===== src/rtl/mul_div_unit.sv =====
// mul_div_unit -- 8-bit iterative multiply / divide unit.
//
// Multiply uses shift-add and divide uses restoring shift-subtract. Each
// handles one operand bit per RUN cycle over 8 cycles, so done follows an
// accepted start by 9 cycles. Divide by zero skips RUN, so done follows
// start by 1 cycle.
//
// Optional feature: define MUL_DIV_SIGNED_EN to enable signed MULS/DIVS
// (op 10/11). Without it, op[1] is ignored and only unsigned
// arithmetic is built.
//
// Ports:
//   clk        rising-edge clock
//   rst_n      asynchronous active-low reset
//   start      request an operation (sampled only in IDLE)
//   op         00 MULU, 01 DIVU, 10 MULS, 11 DIVS
//   dataA      multiplicand / dividend
//   dataB      multiplier / divisor
//   busy       high whenever state is not IDLE
//   done       one-cycle pulse with a valid result
//   result_hi  product[15:8] / remainder
//   result_lo  product[7:0]  / quotient
//   cout       carry: product overflows 8 bits, divide by zero, DIVS overflow
//   zout       zero: product == 0 / quotient == 0
//   nout       negative: product[15] / quotient[7]
module mul_div_unit (
  input  logic       clk,
  input  logic       rst_n,
  input  logic       start,
  input  logic [1:0] op,
  input  logic [7:0] dataA,
  input  logic [7:0] dataB,
  output logic       busy,
  output logic       done,
  output logic [7:0] result_hi,
  output logic [7:0] result_lo,
  output logic       cout,
  output logic       zout,
  output logic       nout
);

  typedef enum logic [1:0] {IDLE, RUN, DONE} state_t;

  state_t      state;
  logic [2:0]  cnt;
  logic        is_div;
  logic [7:0]  m_reg;   // multiplicand (mul) or divisor (div) magnitude
  logic [15:0] work;    // mul: {partial sum, multiplier}; div: {remainder, quotient}

  logic [7:0]  mag_a, mag_b;

`ifdef MUL_DIV_SIGNED_EN
  logic is_sgn, neg_main, neg_rem, ovf;
  logic sgn_req;

  assign sgn_req = op[1];

  // The core works on magnitudes. 0x80 maps to 128, which is correct as unsigned.
  always_comb begin
    mag_a = (sgn_req && dataA[7]) ? 8'(-dataA) : dataA;
    mag_b = (sgn_req && dataB[7]) ? 8'(-dataB) : dataB;
  end
`else
  logic unused_op1;

  assign unused_op1 = op[1];

  always_comb begin
    mag_a = dataA;
    mag_b = dataB;
  end
`endif

  // One iteration step.
  logic [8:0]  add_s;
  logic [8:0]  shl;
  logic [15:0] work_nx;

  always_comb begin
    add_s   = '0;
    shl     = '0;
    work_nx = work;
    if (is_div) begin
      shl = {work[15:8], work[7]};
      if (shl >= {1'b0, m_reg})
        work_nx = {8'(shl - {1'b0, m_reg}), work[6:0], 1'b1};
      else
        work_nx = {shl[7:0], work[6:0], 1'b0};
    end else begin
      add_s   = {1'b0, work[15:8]} + (work[0] ? {1'b0, m_reg} : 9'd0);
      work_nx = {add_s, work[7:1]};
    end
  end

  // Final result and flags, captured on the last RUN cycle.
  logic [7:0]  fin_hi, fin_lo;
  logic        fin_c, fin_z, fin_n;

  always_comb begin
    fin_hi = work_nx[15:8];
    fin_lo = work_nx[7:0];
    fin_c  = 1'b0;
`ifdef MUL_DIV_SIGNED_EN
    if (is_div) begin
      if (neg_main) fin_lo = 8'(-work_nx[7:0]);
      if (neg_rem)  fin_hi = 8'(-work_nx[15:8]);
      fin_c = ovf;
    end else begin
      if (neg_main) {fin_hi, fin_lo} = 16'(-work_nx);
      if (is_sgn)
        fin_c = (fin_hi != {8{fin_lo[7]}});
      else
        fin_c = (fin_hi != '0);
    end
`else
    fin_c = !is_div && (fin_hi != '0);
`endif
    if (is_div) begin
      fin_z = (fin_lo == '0);
      fin_n = fin_lo[7];
    end else begin
      fin_z = ({fin_hi, fin_lo} == '0);
      fin_n = fin_hi[7];
    end
  end

  always_ff @(posedge clk or negedge rst_n) begin
    if (!rst_n) begin
      state     <= IDLE;
      cnt       <= '0;
      is_div    <= 1'b0;
      m_reg     <= '0;
      work      <= '0;
      busy      <= 1'b0;
      done      <= 1'b0;
      result_hi <= '0;
      result_lo <= '0;
      cout      <= 1'b0;
      zout      <= 1'b0;
      nout      <= 1'b0;
`ifdef MUL_DIV_SIGNED_EN
      is_sgn    <= 1'b0;
      neg_main  <= 1'b0;
      neg_rem   <= 1'b0;
      ovf       <= 1'b0;
`endif
    end else begin
      done <= 1'b0;
      case (state)
        IDLE: begin
          if (start) begin
            is_div <= op[0];
            cnt    <= '0;
            busy   <= 1'b1;
            if (op[0] && dataB == '0) begin
              state     <= DONE;
              done      <= 1'b1;
              result_lo <= '1;
              result_hi <= dataA;
              cout      <= 1'b1;
              zout      <= 1'b0;
              nout      <= 1'b1;
            end else begin
              state <= RUN;
              m_reg <= op[0] ? mag_b : mag_a;
              work  <= {8'h00, (op[0] ? mag_a : mag_b)};
            end
`ifdef MUL_DIV_SIGNED_EN
            is_sgn   <= sgn_req;
            neg_main <= sgn_req && (dataA[7] ^ dataB[7]);
            neg_rem  <= sgn_req && dataA[7];
            ovf      <= sgn_req && op[0] && (dataA == 8'h80) && (dataB == 8'hFF);
`endif
          end
        end
        RUN: begin
          work <= work_nx;
          cnt  <= cnt + 3'd1;
          if (cnt == 3'd7) begin
            state     <= DONE;
            done      <= 1'b1;
            result_hi <= fin_hi;
            result_lo <= fin_lo;
            cout      <= fin_c;
            zout      <= fin_z;
            nout      <= fin_n;
          end
        end
        DONE: begin
          state <= IDLE;
          busy  <= 1'b0;
        end
        default: begin
          state <= IDLE;
          busy  <= 1'b0;
        end
      endcase
    end
  end

endmodule


===== config.mk =====
export PLATFORM = sky130hd
export DESIGN_NAME = mul_div_unit
export DESIGN_NICKNAME = d
export VERILOG_FILES = /design/src/rtl/mul_div_unit.sv
export SDC_FILE = /design/constraint.sdc
export NUM_CORES = 1
export LEC_CHECK = 0
export CAP_MARGIN = 25
export CORE_UTILIZATION = 56
export CTS_CLUSTER_SIZE = 16
export DETAILED_ROUTE_END_ITERATION = 8
export GPL_ROUTABILITY_DRIVEN = 0
export PLACE_DENSITY_LB_ADDON = 0.08
export SETUP_SLACK_MARGIN = 0.2
export SYNTH_ARGS = -nofsm -noshare
export SYNTH_HDL_FRONTEND = slang
export SYNTH_SLANG_ARGS = --single-unit
export TNS_END_PERCENT = 50

===== constraint.sdc =====
create_clock -name clk -period 3.15 [get_ports clk]
set_input_delay 0.4725 -clock clk [delete_from_list [all_inputs] [get_ports clk]]
set_output_delay 0.4725 -clock clk [all_outputs]
set_load 0.02 [all_outputs]

==> summary by stage, run 1 <==
Synth
Of the post-synthesis cell area, the part taken by muxes is 7.436%. The synthesized netlist devotes 1.308% of its cell area to XOR and XNOR gates. The netlist uses 52 different library cells. The share of synthesized cell area in full adder, half adder and majority cells is 7.922%. During synthesis, Yosys emitted a total of 0 warnings. The combinational family with the most area after synthesis is compound AO/OA/AOI/OAI gates. The top cell type's share of synthesized area is between 30% and 40%. The cell area that synthesis handed to floorplanning was 3348 um^2.

The number of nets in the synthesized netlist is 414. The number of flip-flops and latches in the synthesized netlist is 51. The simple logic cell fraction of the synthesized area is about 17%. In the synthesized netlist, the number of instances is 373. The average cell area after synthesis is 8.976 um^2. The most common flop cell mapped by yosys is sky130_fd_sc_hd__dfrtp_1. Counting flops with a built-in enable in the synthesized netlist gives 0.

The synthesized design spends more area on one cell type than any other, namely sky130_fd_sc_hd__dfrtp_1. Ranked by total cell area, the synthesized netlist is headed by sky130_fd_sc_hd__dfrtp_1 (38%), sky130_fd_sc_hd__ha_1 (6.7%), sky130_fd_sc_hd__mux2i_1 (5.1%). The fraction of the mapped netlist area in compound gates is 23.13%.

The async set-or-reset flop fraction in the synthesized netlist is 100.0%. The share of synthesized area occupied by flip-flops and latches is 38.12%.

Pwr
The overall power consumption is 0.004879 W. The reported leakage power is 1.762 nW. The maximum vdd drop is 0.0006068 V. The ratio of total power to cell area is approximately 1200 nW/um^2.

Die
The horizontal die dimension is about 79 um. The starting density of the core is 59.35%. From bottom edge to top edge, the die measures between 70 and 80 um. The floorplan step defined a core boundary enclosing 5642 um^2. 42 I/O pins were placed.

The total die area is roughly 6300 um^2. The count of standard-cell rows is 27.

CTS
The H-tree was split into 2 levels. The worst-case clock buffer depth is 2. For the worst-skew pair, the clock arrives at the later sink with an insertion delay of between 0.3 and 0.4 ns. Counting the buffers created by CTS gives 5. After clock tree synthesis, the clock-pin slew on the worst setup and hold paths is approximately 0.090 ns. The CTS root buffer is sky130_fd_sc_hd__clkbuf_8. Buffers added to address setup during post-CTS repair amount to 0.

The number of buffers inserted by hold repair at cts is 0. The TritonCTS clock tree is built. Clock tree synthesis found a total of 51 sinks.

Timing
The number of failing setup endpoints in the final timing report is 0. At the pin with the least slew margin, the transition time is approximately 0.86 ns. The total negative slack for setup checks is 0 ns. The final clock skew is 0.009941 ns.

The final number of max-transition violations is 0. Setup repair after global routing left no endpoint under its margin. The number of hold violations in the final report is 0. The worst path needs 2.732 ns of the cycle, external delays included. In the finished design, the share of the clock period the worst path needs comes to 86.74%. The relative slew slack is approximately 43%. Timing would allow up to 0.3660 GHz.

Place
Summed over all nets, the half-perimeter wirelength after detailed placement is 6.306 mm. The number of instances in the placed design is approximately 480. The number of port buffers is 40.

Route
The number of DRC markers after the initial detailed-route iteration is 193. Summing over every cut layer, the via total after detailed routing is 2947. The routed via count divided by cell count is between 6 and 7.

The count of antenna-violating nets left after detailed routing is 0. The first detailed-routing pass took 4 iterations. The wire length reported by the detailed router is 8.299 mm. In the final routed layout, each cell accounts on average for 17.15 um. In the routed design, unresolved DRC markers number 0.

Final layout
The register with the most flip-flops in the layout has 16 of them. The filler-free cell count of the finished design is 484. From synthesis to final layout, the design area changed by 18.39%.

Ranked by flip-flop count, first place goes to work. The count of inserted antenna diode cells is 0. The share of post-route cells with drive strength above 1 is between 8 and 9%. The net count of the finished layout is around 450.

Global routing
The via count of the first global-routing pass is 2868. Global routing used between 20% and 30% of the available tracks across all layers. Summed over all layers, the global routing overflow is 0. The largest net degree at the start of global routing is 36. The first-pass GRT wire length is 13.88 mm.

The initial antenna violation count is 0.

Worst setup path
STA classifies the critical path startpoint as a flip-flop. The setup path with the least slack is of type flip-flop to flip-flop. Along the worst path, the maximum fanout reaches 3. Data arrives at the worst endpoint at between 2 and 3 ns. The endpoint class of the critical path is a flip-flop.

For the worst setup path, the data required time is 3.34 ns.

Run
The reported max-cap violation count is 0.

Run status
The flow ran to the end, and the final reports show no timing, DRC or antenna violations.

Min path
The classification of the worst-slack hold path is primary input to asynchronous set/reset pin.
==> synthesized netlist by cell type (2+ instances only) <==
library cell / count
sky130_fd_sc_hd__o21a_1: 3
sky130_fd_sc_hd__a21o_1: 11
sky130_fd_sc_hd__or3_1: 2
sky130_fd_sc_hd__dfrtp_1: 51
sky130_fd_sc_hd__inv_1: 15
sky130_fd_sc_hd__a211oi_1: 15
sky130_fd_sc_hd__mux2_2: 7
sky130_fd_sc_hd__buf_2: 4
sky130_fd_sc_hd__buf_4: 5
sky130_fd_sc_hd__xor2_1: 2
sky130_fd_sc_hd__buf_1: 2
sky130_fd_sc_hd__ha_1: 18
sky130_fd_sc_hd__a31oi_1: 10
sky130_fd_sc_hd__nand2b_1: 4
sky130_fd_sc_hd__o21ai_1: 2
sky130_fd_sc_hd__and2_1: 10
sky130_fd_sc_hd__a22o_1: 4
sky130_fd_sc_hd__clkbuf_1: 6
sky130_fd_sc_hd__nor2b_1: 5
sky130_fd_sc_hd__fa_1: 2
sky130_fd_sc_hd__a21oi_1: 31
sky130_fd_sc_hd__nand2_1: 37
sky130_fd_sc_hd__o211ai_1: 4
sky130_fd_sc_hd__mux2i_1: 17
sky130_fd_sc_hd__buf_6: 2
sky130_fd_sc_hd__a31oi_2: 2
sky130_fd_sc_hd__nand3_1: 7
sky130_fd_sc_hd__o21ai_0: 17
sky130_fd_sc_hd__nor2_1: 37
sky130_fd_sc_hd__nor4_1: 2
sky130_fd_sc_hd__o21bai_1: 6
sky130_fd_sc_hd__o22ai_1: 2
sky130_fd_sc_hd__nor3_1: 7
sky130_fd_sc_hd__xnor2_1: 3
sky130_fd_sc_hd__a211o_1: 4
==> where the power goes <==
group	internal, W	switching, W
registers	0.000967	0.000286
clock network	0.000318	0.000221
logic	0.00134	0.00175
total	0.00262	0.00225
==> repair_timing <==
action	4_1_cts	5_1_grt
endpoints found under the hold margin	0	0
gates resized for setup	1	3
endpoints found under the setup margin	2	2
==> through the flow <==
step | utilization [%] | hold slack [ns] | setup WS (ns) | area [um^2]
2_1_floorplan | - | 0.1769 | 0.5225 | 3348
3_3_place_gp | 67.62 | 0.4901 | 0.3126 | 3815
3_5_place_dp | 67.62 | 0.4969 | 0.2033 | 3815
4_1_cts | 70.08 | 0.2809 | 0.2723 | 3954
5_1_grt | 70.26 | 0.3148 | 0.2328 | 3964
6_report | 70.26 | 0.2537 | 0.4176 | 3964
==> layer usage <==
metal	vias up	track usage, %	share of wire [%]
li1	1425	-	-
met1	1415	39.33	45
met2	92	47.50	47
met3	15	4.483	6.1
met4	0	9.091	1.5
met5	-	0	0
==> cells by family after synthesis <==
logic type / count (synthesis)
simple gates: 121
compound gates: 118
fa+ha+maj: 20
buf+inv: 34
xor+xnor: 5
mux: 24
flops: 51
==> critical path, stage by stage (launching register included) <==
cell and delay, ns:
sky130_fd_sc_hd__dfrtp_1 0.40, sky130_fd_sc_hd__and2_1 0.17, sky130_fd_sc_hd__ha_1 0.22, sky130_fd_sc_hd__fa_1 0.45
sky130_fd_sc_hd__a211oi_2 0.25, sky130_fd_sc_hd__o21bai_1 0.17, sky130_fd_sc_hd__a21oi_2 0.24, sky130_fd_sc_hd__o21bai_1 0.10
sky130_fd_sc_hd__a211o_1 0.31, sky130_fd_sc_hd__nor4_2 0.21, sky130_fd_sc_hd__a21oi_1 0.10
==> layout make-up <==
cell class / instances / area (um^2)
sequential: 51 / 1276
multi-input combinational: 288 / 1926
tap: 72 / 90.09
clock inverter: 2 / 60.06
clock buffer: 6 / 72.57
fill: 449 / 1678
timing repair buffer: 50 / 483.0
inverter: 15 / 56.30
==> cells in the final DEF, fill, tap and decap left out, types with 5 or more instances in the layout <==
cell type and count:
sky130_fd_sc_hd__a21oi_1 30, sky130_fd_sc_hd__nor2_1 37, sky130_fd_sc_hd__nor2b_1 5, sky130_fd_sc_hd__o21bai_1 6
sky130_fd_sc_hd__mux2_2 7, sky130_fd_sc_hd__a31oi_1 10, sky130_fd_sc_hd__clkdlybuf4s50_1 39, sky130_fd_sc_hd__a211oi_1 14
sky130_fd_sc_hd__and2_1 10, sky130_fd_sc_hd__inv_1 15, sky130_fd_sc_hd__nand3_1 7, sky130_fd_sc_hd__mux2i_1 17
sky130_fd_sc_hd__o21ai_0 16, sky130_fd_sc_hd__buf_4 9, sky130_fd_sc_hd__ha_1 18, sky130_fd_sc_hd__nand2_1 37
sky130_fd_sc_hd__nor3_1 7, sky130_fd_sc_hd__a21o_1 11, sky130_fd_sc_hd__clkbuf_8 5, sky130_fd_sc_hd__dfrtp_1 51
==> final timing paths <==
| check | startpoint | end | slack [ns] | cells past startpoint |
|---|---|---|---|---|
| max | m_reg[0] | cout | 0.42 | 10 |
| min | rst_n | work[14] | 0.25 | 1 |
| max reg2reg | m_reg[0] | cout | 0.42 | 10 |
| min reg2reg | cnt[1] | cnt[1] | 0.52 | 1 |
| max in group asynchronous | rst_n | result_hi[1] | 2.25 | 2 |
| min in group clk | cnt[1] | cnt[1] | 0.52 | 1 |
No activity file was read; power rests on OpenSTA's default activity.
==> inputs of run 2 (changes only) <==
--- a/config.mk
+++ b/config.mk
@@ -10,7 +10,7 @@
 export CTS_CLUSTER_SIZE = 16
 export DETAILED_ROUTE_END_ITERATION = 8
 export GPL_ROUTABILITY_DRIVEN = 0
-export PLACE_DENSITY_LB_ADDON = 0.08
+export PLACE_DENSITY = 0.81
 export SETUP_SLACK_MARGIN = 0.2
 export SYNTH_ARGS = -nofsm -noshare
 export SYNTH_HDL_FRONTEND = slang
==> run 2 against run 1 <==
Net effect:
- sequential share of layout area grew 0.45 points
- via count grew 2.2%
- global-route usage grew 0.78 points
- clock skew shrank 0.0063 ns
- power shrank 2.1%
- count of clock-buffer cells in the layout is the same
- flip-flop and latch count is the same
- design area shrank 1.4%
- first-iteration DRC count grew 11%
==> summary by stage, run 2 (synthesis results as in run 1) <==
Final layout
The final layout contains between 400 and 500 nets. The fill cell total of the finished layout is ~440. The library cells used most frequently in the layout, excluding fill and tap cells, are sky130_fd_sc_hd__dfrtp_1 (51), sky130_fd_sc_hd__clkdlybuf4s50_1 (39), sky130_fd_sc_hd__nor2_1 (37), sky130_fd_sc_hd__nand2_1 (37), sky130_fd_sc_hd__a21oi_1 (30). The repair_antennas step left the layout with diodes totalling 0. The finished layout holds 484 standard cells, fillers aside. The share of post-route cells with drive strength above 1 is 8.738%. The register with the most flip-flops in the layout has 16 of them. Leaving out fill and tap cells, the most frequent cell in the layout is sky130_fd_sc_hd__dfrtp_1. More flip-flops sit in one register than any other, and that register is work. The area growth from synthesis to layout is 16.74%.

Place
The number of port buffers is 40. The post-DP HPWL is 6.298 mm. In this run, placement finished with an instance count of 476.

CTS
In this run the post-CTS setup repair buffer count came out at 0. Buffers inserted during clock tree synthesis total 5. The tree built by TritonCTS fans out to around 50 sinks. Counting along the longest clock path gives a buffer depth of 2. In this run the number of H-tree levels came out at 2. The clock-pin slew on the worst setup and hold paths is 0.09 ns.

At the later pin of the worst-skew pair, clock insertion delay measures 0.30 ns. The number of buffers inserted by hold repair at cts is 0. The root buffer cell chosen for the clock tree is sky130_fd_sc_hd__clkbuf_8.

TritonCTS built the clock tree.

Global routing
The first global-routing pass estimated 14.29 mm of wire. In the global route stage, met2 resource usage came out at 49.22%. The total global routing track utilization is between 20% and 30%. The initial antenna violation count is 0. Entering global routing, the biggest net connects 32 pins. Global routing consumed, on the met3 layer, under 10% of the routing resources. In this run the most used layer during global routing was met2. Global routing finished with a remaining overflow of 0. Global routing used 40.22% of the available met1 tracks. The via count of the first global-routing pass is 2965.

Worst setup path
Of all nets on the critical path, the largest fanout is 3. The beginning of the worst register-to-register path is m_reg[0]. The launch point of the critical path is m_reg[0].

The worst endpoint required time is about 3.3 ns. STA classifies the critical path endpoint as a flip-flop. The critical path is of the flip-flop to flip-flop type. Data on the critical path arrives at its endpoint at 2.98 ns. The worst setup path is launched from a flip-flop.

Route
The count of antenna-violating nets left after detailed routing is 0. The length of the first detailed-routing pass in iterations is 5. Using the TritonRoute via totals, the vias-per-cell ratio works out to 6.221. The wire length reported by the detailed router is 8.624 mm. Summing over every cut layer, the via total after detailed routing is 3011. After the first detailed-routing iteration, the DRC count stood at 214. In the final routed layout, each cell accounts on average for 17.82 um. In the routed design, unresolved DRC markers number 0.

Run
The reported max-cap violation count is 0.

Run status
The flow ran to the end, and the final reports show no timing, DRC or antenna violations.

Min path
The classification of the worst-slack hold path is primary input to asynchronous set/reset pin.

Pwr
The register share of total power is 26.5%. The design internal power is ~0.0025 W. The analysis attributes to net switching a power of 0.002304 W. For this design the ratio of total power to cell area is 1222 nW/um^2. Of the total power, the share spent switching nets is 48.25%. For this design the static power due to leakage is approximately 1.7 nW. The share of total power dissipated in combinational logic is approximately two thirds.

The maximum vdd drop is 0.0006679 V. The share of total power in the clock network is under 10%.

Timing
The final critical path takes up 88.82% of the cycle. The minimum clock period is 2.798 ns. Setup repair after global routing could not meet its margin everywhere. The transition time at the pin with the least slew margin is approximately 0.73 ns. The number of failing setup endpoints in the final timing report is 0.

The total negative slack for setup checks is 0 ns. The relative slew slack is 51.44%. The number of hold violations in the final report is 0. The final clock skew is 0.003629 ns. Based on the critical path, the design can be clocked at up to 0.3574 GHz. The final number of max-transition violations is 0.

Die
The total die area is 6292 um^2. The y dimension of the die is 79.33 um. The count of standard-cell rows is 27. The initial utilization of the core area, before any placement, comes to 59.35%. The floorplan step defined a core boundary enclosing ~5600 um^2. The horizontal die dimension is 79.33 um. During I/O placement, the number of pins put on the boundary was 42.
[run 2: changes by cell type in the layout (fill, tap and decap cells not counted)]
cell	delta
sky130_fd_sc_hd__buf_12	-1
sky130_fd_sc_hd__clkinv_2	+1
sky130_fd_sc_hd__clkinvlp_4	+1
sky130_fd_sc_hd__bufinv_16	-2
sky130_fd_sc_hd__a211oi_2	+1
sky130_fd_sc_hd__buf_4	+1
sky130_fd_sc_hd__a211oi_1	-1
[run 2: path summary, 6_finish.rpt]
| path | slack (ns) | depth (start not counted) | to |
|---|---|---|---|
| max reg2reg | 0.35 | 10 | cout |
| max in group asynchronous | 2.19 | 2 | work[14] |
| min in group clk | 0.52 | 1 | result_hi[2] |
| max | 0.35 | 10 | cout |
| min | 0.22 | 1 | work[12] |
| min reg2reg | 0.52 | 1 | result_hi[2] |
[run 2: routing by layer]
layer  vias to the layer above  share of wire [%]
met5                         -                  0
met4                         0                2.4
met3                        18                5.2
met2                       113                 48
met1                      1457                 44
li1                       1423                  -
[run 2: power by group through the flow]
stage | Clock (W) | Combinational (W) | Sequential [W]
finish | 0.000374 | 0.00314 | 0.00126
global route | 0.000402 | 0.00347 | 0.00130
CTS | 0.000379 | 0.00306 | 0.00126
detailed placement | 0 | 0.00303 | 0.00127
global placement | 0 | 0.00294 | 0.00125
floorplan | 0 | 0.00214 | 0.00131
[run 2: worst max-delay path, stage by stage, from the launching register on]
cell	delay (ns)
sky130_fd_sc_hd__dfrtp_1	0.41
sky130_fd_sc_hd__and2_1	0.16
sky130_fd_sc_hd__ha_1	0.22
sky130_fd_sc_hd__fa_1	0.47
sky130_fd_sc_hd__a211oi_2	0.31
sky130_fd_sc_hd__o21bai_1	0.19
sky130_fd_sc_hd__a21oi_2	0.23
sky130_fd_sc_hd__o21bai_1	0.08
sky130_fd_sc_hd__a211o_1	0.31
sky130_fd_sc_hd__nor4_2	0.20
sky130_fd_sc_hd__a21oi_1	0.10
[run 2: layout make-up]
type | count | area [um^2] | area share [%]
flip-flops and latches | 51 | 1276 | 32.65
clock buffers | 6 | 72.57 | 1.857
repair buffers | 50 | 470.5 | 12.04
well taps | 72 | 90.09 | 2.305
clock inverters | 2 | 12.51 | 0.3201
multi-input cells | 288 | 1931 | 49.39
inverters | 15 | 56.30 | 1.440
[run 2: what timing repair did]
item                                    CTS  global route
resized for setup                         1             4
gates cloned                              0             0
endpoints found under the setup margin    2             4
[run 2: stage by stage]
| stage | cell area (um^2) | worst slack [ns] | hold slack [ns] | total power [W] | util (%) |
|---|---|---|---|---|---|
| after floorplan | 3348 | 0.5225 | 0.1769 | 0.003450 | - |
| after global placement | 3802 | 0.3321 | 0.4871 | 0.004190 | 67.40 |
| after detailed placement | 3802 | 0.2120 | 0.4957 | 0.004297 | 67.40 |
| after CTS | 3892 | 0.2633 | 0.2330 | 0.004700 | 69.00 |
| after global routing | 3909 | 0.1664 | 0.2710 | 0.005169 | 69.28 |
| final | 3909 | 0.3520 | 0.2193 | 0.004776 | 69.28 |
==> variant 1: new RTL, flow settings as in run 1 <==
Build with the macro `MUL_DIV_SIGNED_EN` defined.
--- a/src/rtl/mul_div_unit.sv
+++ b/src/rtl/mul_div_unit.sv
@@ -23,6 +23,8 @@
 //   cout       carry: product overflows 8 bits, divide by zero, DIVS overflow
 //   zout       zero: product == 0 / quotient == 0
 //   nout       negative: product[15] / quotient[7]
+`define MUL_DIV_SIGNED_EN
+
 module mul_div_unit (
   input  logic       clk,
   input  logic       rst_n,
Check against the original RTL: not equivalent (Yosys sat finds a counterexample within 10 cycles, from zero or initial values and one cycle with rst_n low).
==> variant 1 against run 1 <==
- the flow now finishes with violations (setup timing)
- final area is 75% higher
- synthesized area grew 37%
- worst hold slack got worse by 0.20 ns
- setup slack worse by 1.0 ns
- utilization is 18 points higher
- routed wire length is 140% higher
- sequential cell count grew 4
Power is left out: the tool's default activity adds up to more than one toggle a clock period on the data nets, which glitch-free logic cannot reach.
==> variant 1: results (changes against run 1) <==
Timing
  • Worst-Margin Slew: 1.15 ns (+0.294 ns)
  • Fin Hold WS: 0.0490 ns (-0.205 ns)
  • Final setup violation count: 11 (+11)
  • Final setup skew: 0.0170 ns (+0.00706 ns)
  • Final setup margin: -0.617 ns (-1.03 ns)

Worst setup path
  • Last element of the critical path: zout
  • Worst R2R Start: m_reg[1]
  • R2r setup slk: -0.62 ns (-1.03 ns)
  • Critical Path AT: 4.03 ns (+1.10 ns)

Placement
  • IO Port Bufs: 41 (+2.5%)
  • Area of placed instances: 5970 µm² (+57%)
  • Placed Instances: 795 (+67%)

Logic synthesis
  • Distinct cell type count after synthesis: 61 (+17%)
  • Seq/Total Area, Yosys: 30.0% (-8.1 points)
  • Mux cell area share after synthesis: 5.89% (-1.5 points)
  • Synth Area in Compound Gates: 24.1% (+1.0 points)
  • Gate Count Post-Synth: 571 (+53%)
  • Synth top area cells: dfrtp_1 (30%), ha_1 (6.3%), o21ai_0 (6.2%)
  • Net count after synthesis: 617 (+49%)

Drt
  • Met1 WL: 6970 µm (+86%)
  • DR pass1 iterations: 9 (+5)
  • Vias per std cell: 6.93 (+14%)

Finish
  • Net count, final: 785 (+74%)
  • Layout cells sized above 1: 35.8% (+27 points)
  • Multi-input gate area: 3640 µm² (+89%)

Clocking
  • Clock Latency Late Sink: 0.33 ns (+0.02 ns)
  • Post-CTS Setup Inserts: 22 (+22)
  • CTS clock-pin slew for the worst setup and hold paths: 0.13 ns (+0.04 ns)

Outcome
  • Failing checks: setup timing
  • Status: finished, violations left

Global route
  • Met3 usage: 7.06% (+2.6 points)
==> variant 1: cell types whose count changed after synthesis, moves of 11 or more <==
cell and delta:
o21ai_0 +40, nand2_1 +35, clkbuf_1 +18, nor2_1 +18
xnor2_1 +18, xor2_1 +14, a211oi_1 -11
==> variant 1: kinds of logic (layout without fill, tap and decap cells) <==
group,Yosys count,after routing
xor+xnor,37,37
flops,55,55
compound gates,170,170
buf+inv,55,224
simple gates,203,203
fa+ha+maj,25,25
mux,26,26
==> variant 1: critical path: cells and delay by family (launching register included) <==
family                     cells  cell delay, ns
buffers and inverters          2            0.21
xor gates and xnor gates       1            0.19
DFF                            1            0.41
and+or+nand+nor                7            1.73
adders and majority gates      2            0.48
AOI/OAI and AO/OA              4            0.69
==> variant 1: cell type report <==
cell class / instances / share of cell area [%]
Clock buffer: 5 / 0.994
Sequential cell: 55 / 19.9
Inverter: 27 / 1.46
Multi-Input combinational cell: 461 / 52.6
Clock inverter: 3 / 0.488
Tap cell: 102 / 1.84
Timing Repair Buffer: 189 / 22.7
==> variant 2: new RTL, settings of run 1 <==
Without the edit above. Make the reset (`rst_n`) synchronous in one clocked block. Comments in the files are not updated.
--- a/src/rtl/mul_div_unit.sv
+++ b/src/rtl/mul_div_unit.sv
@@ -124,7 +124,7 @@
     end
   end
 
-  always_ff @(posedge clk or negedge rst_n) begin
+  always_ff @(posedge clk) begin
     if (!rst_n) begin
       state     <= IDLE;
       cnt       <= '0;
Check against the original RTL: differs if rst_n is asserted again (counterexample within 4 cycles, from zero or initial values and one cycle with rst_n low); with rst_n held inactive, the same outputs for 4 cycles.
==> variant 2 against run 1 <==
- final area fell by 2.2%
- sequential share of layout area down 5.8 points
- routed wire length increased by 4.6%
- synthesized area down 1.8%
- setup slack lost 0.012 ns
- critical path depth down 1
- non-clock buffer count is 3 lower
- sequential cell count did not move
- clock skew shrank 0.00076 ns
- critical endpoint is now result_hi[6]
Power is left out: it rests on default switching activity, and per cell area and clock period it moved more than threefold.
==> variant 2: results (changes against run 1) <==
Outcome
  • Status: complete, no violations

Timing
  • Max-slew headroom: 37.0% (-5.9 points)
  • Final setup skew: 0.00918 ns (-0.000762 ns)

Finish
  • Non-clk bufs: 47 (-6.0%)
  • Signal buf overhead: 12.3% (+0.15 points)
  • Layout area overhead: 17.9%
  • Comb_multi_in: 322 (+12%)
  • Sequential share of cell area: 26.4% (-5.8 points)
  • Multi-input gate area: 2100 µm² (+9.3%)

Logic synthesis
  • Xor-xnor portion of the synthesized cell area: 1.86% (+0.56 points)
  • Seq/Total Area, Yosys: 31.1% (-7.1 points)
  • Primary FF master, synth: dfxtp_1
  • Synth Area in Compound Gates: 24.0% (+0.84 points)
  • Async S/R FF share, synth: 0% (-100 points)
  • Mux cell area share after synthesis: 8.11% (+0.67 points)
  • Synth cell count leaders: nor2_1 (54), dfxtp_1 (51), nand2_1 (46)

Drt
  • DR pass1 iterations: 5 (+1)
  • Wire per inst: 16.8 µm (-2.1%)
  • Detailed-route via count: 3,127 (+6.1%)

Worst hold path
  • Hold crit path type: flop to flop

Placement
  • Area of placed instances: 3760 µm² (-1.5%)
  • DP HPWL: 6500 µm (+3.0%)
  • Placed Instances: 509 (+6.9%)

Global route
  • First-pass GRT wire length: 14,200 µm (+2.2%)
  • Gr usage total: 29.5% (+0.49 points)
  • Largest net degree at the start of global routing: 40 (+11%)

Die
  • Die width: 78.6 µm (-0.88%)

Worst setup path
  • R2R depth: 9 (-1)
[variant 2: cell count changes after synthesis, moves of 6 or more]
| cell | before | now |
|---|---|---|
| mux2_2 | 7 | 1 |
| nor2_1 | 37 | 54 |
| dfrtp_1 | 51 | 0 |
| clkbuf_1 | 6 | 20 |
| a21o_1 | 11 | 5 |
| a311oi_1 | 0 | 6 |
| mux2i_1 | 17 | 24 |
| dfxtp_1 | 0 | 51 |
| nand2_1 | 37 | 46 |
[variant 2: final timing paths]
path / endpoint / slack, ns / from
setup / recovery: result_hi[6] / 0.41 / work[0]
hold / removal: result_hi[3] / 0.47 / result_hi[3]
setup reg to reg: result_hi[6] / 0.41 / work[0]
hold reg to reg: result_hi[3] / 0.47 / result_hi[3]
[variant 2: per-layer routing]
metal  vias to the layer above  part of all wire, %  track usage [%]
li1                       1551                    -                -
met3                        20                  4.1             4.30
met1                      1459                   48             39.4
met5                         -                    0                0
met4                         0                  3.1             10.7
met2                        97                   45             47.9
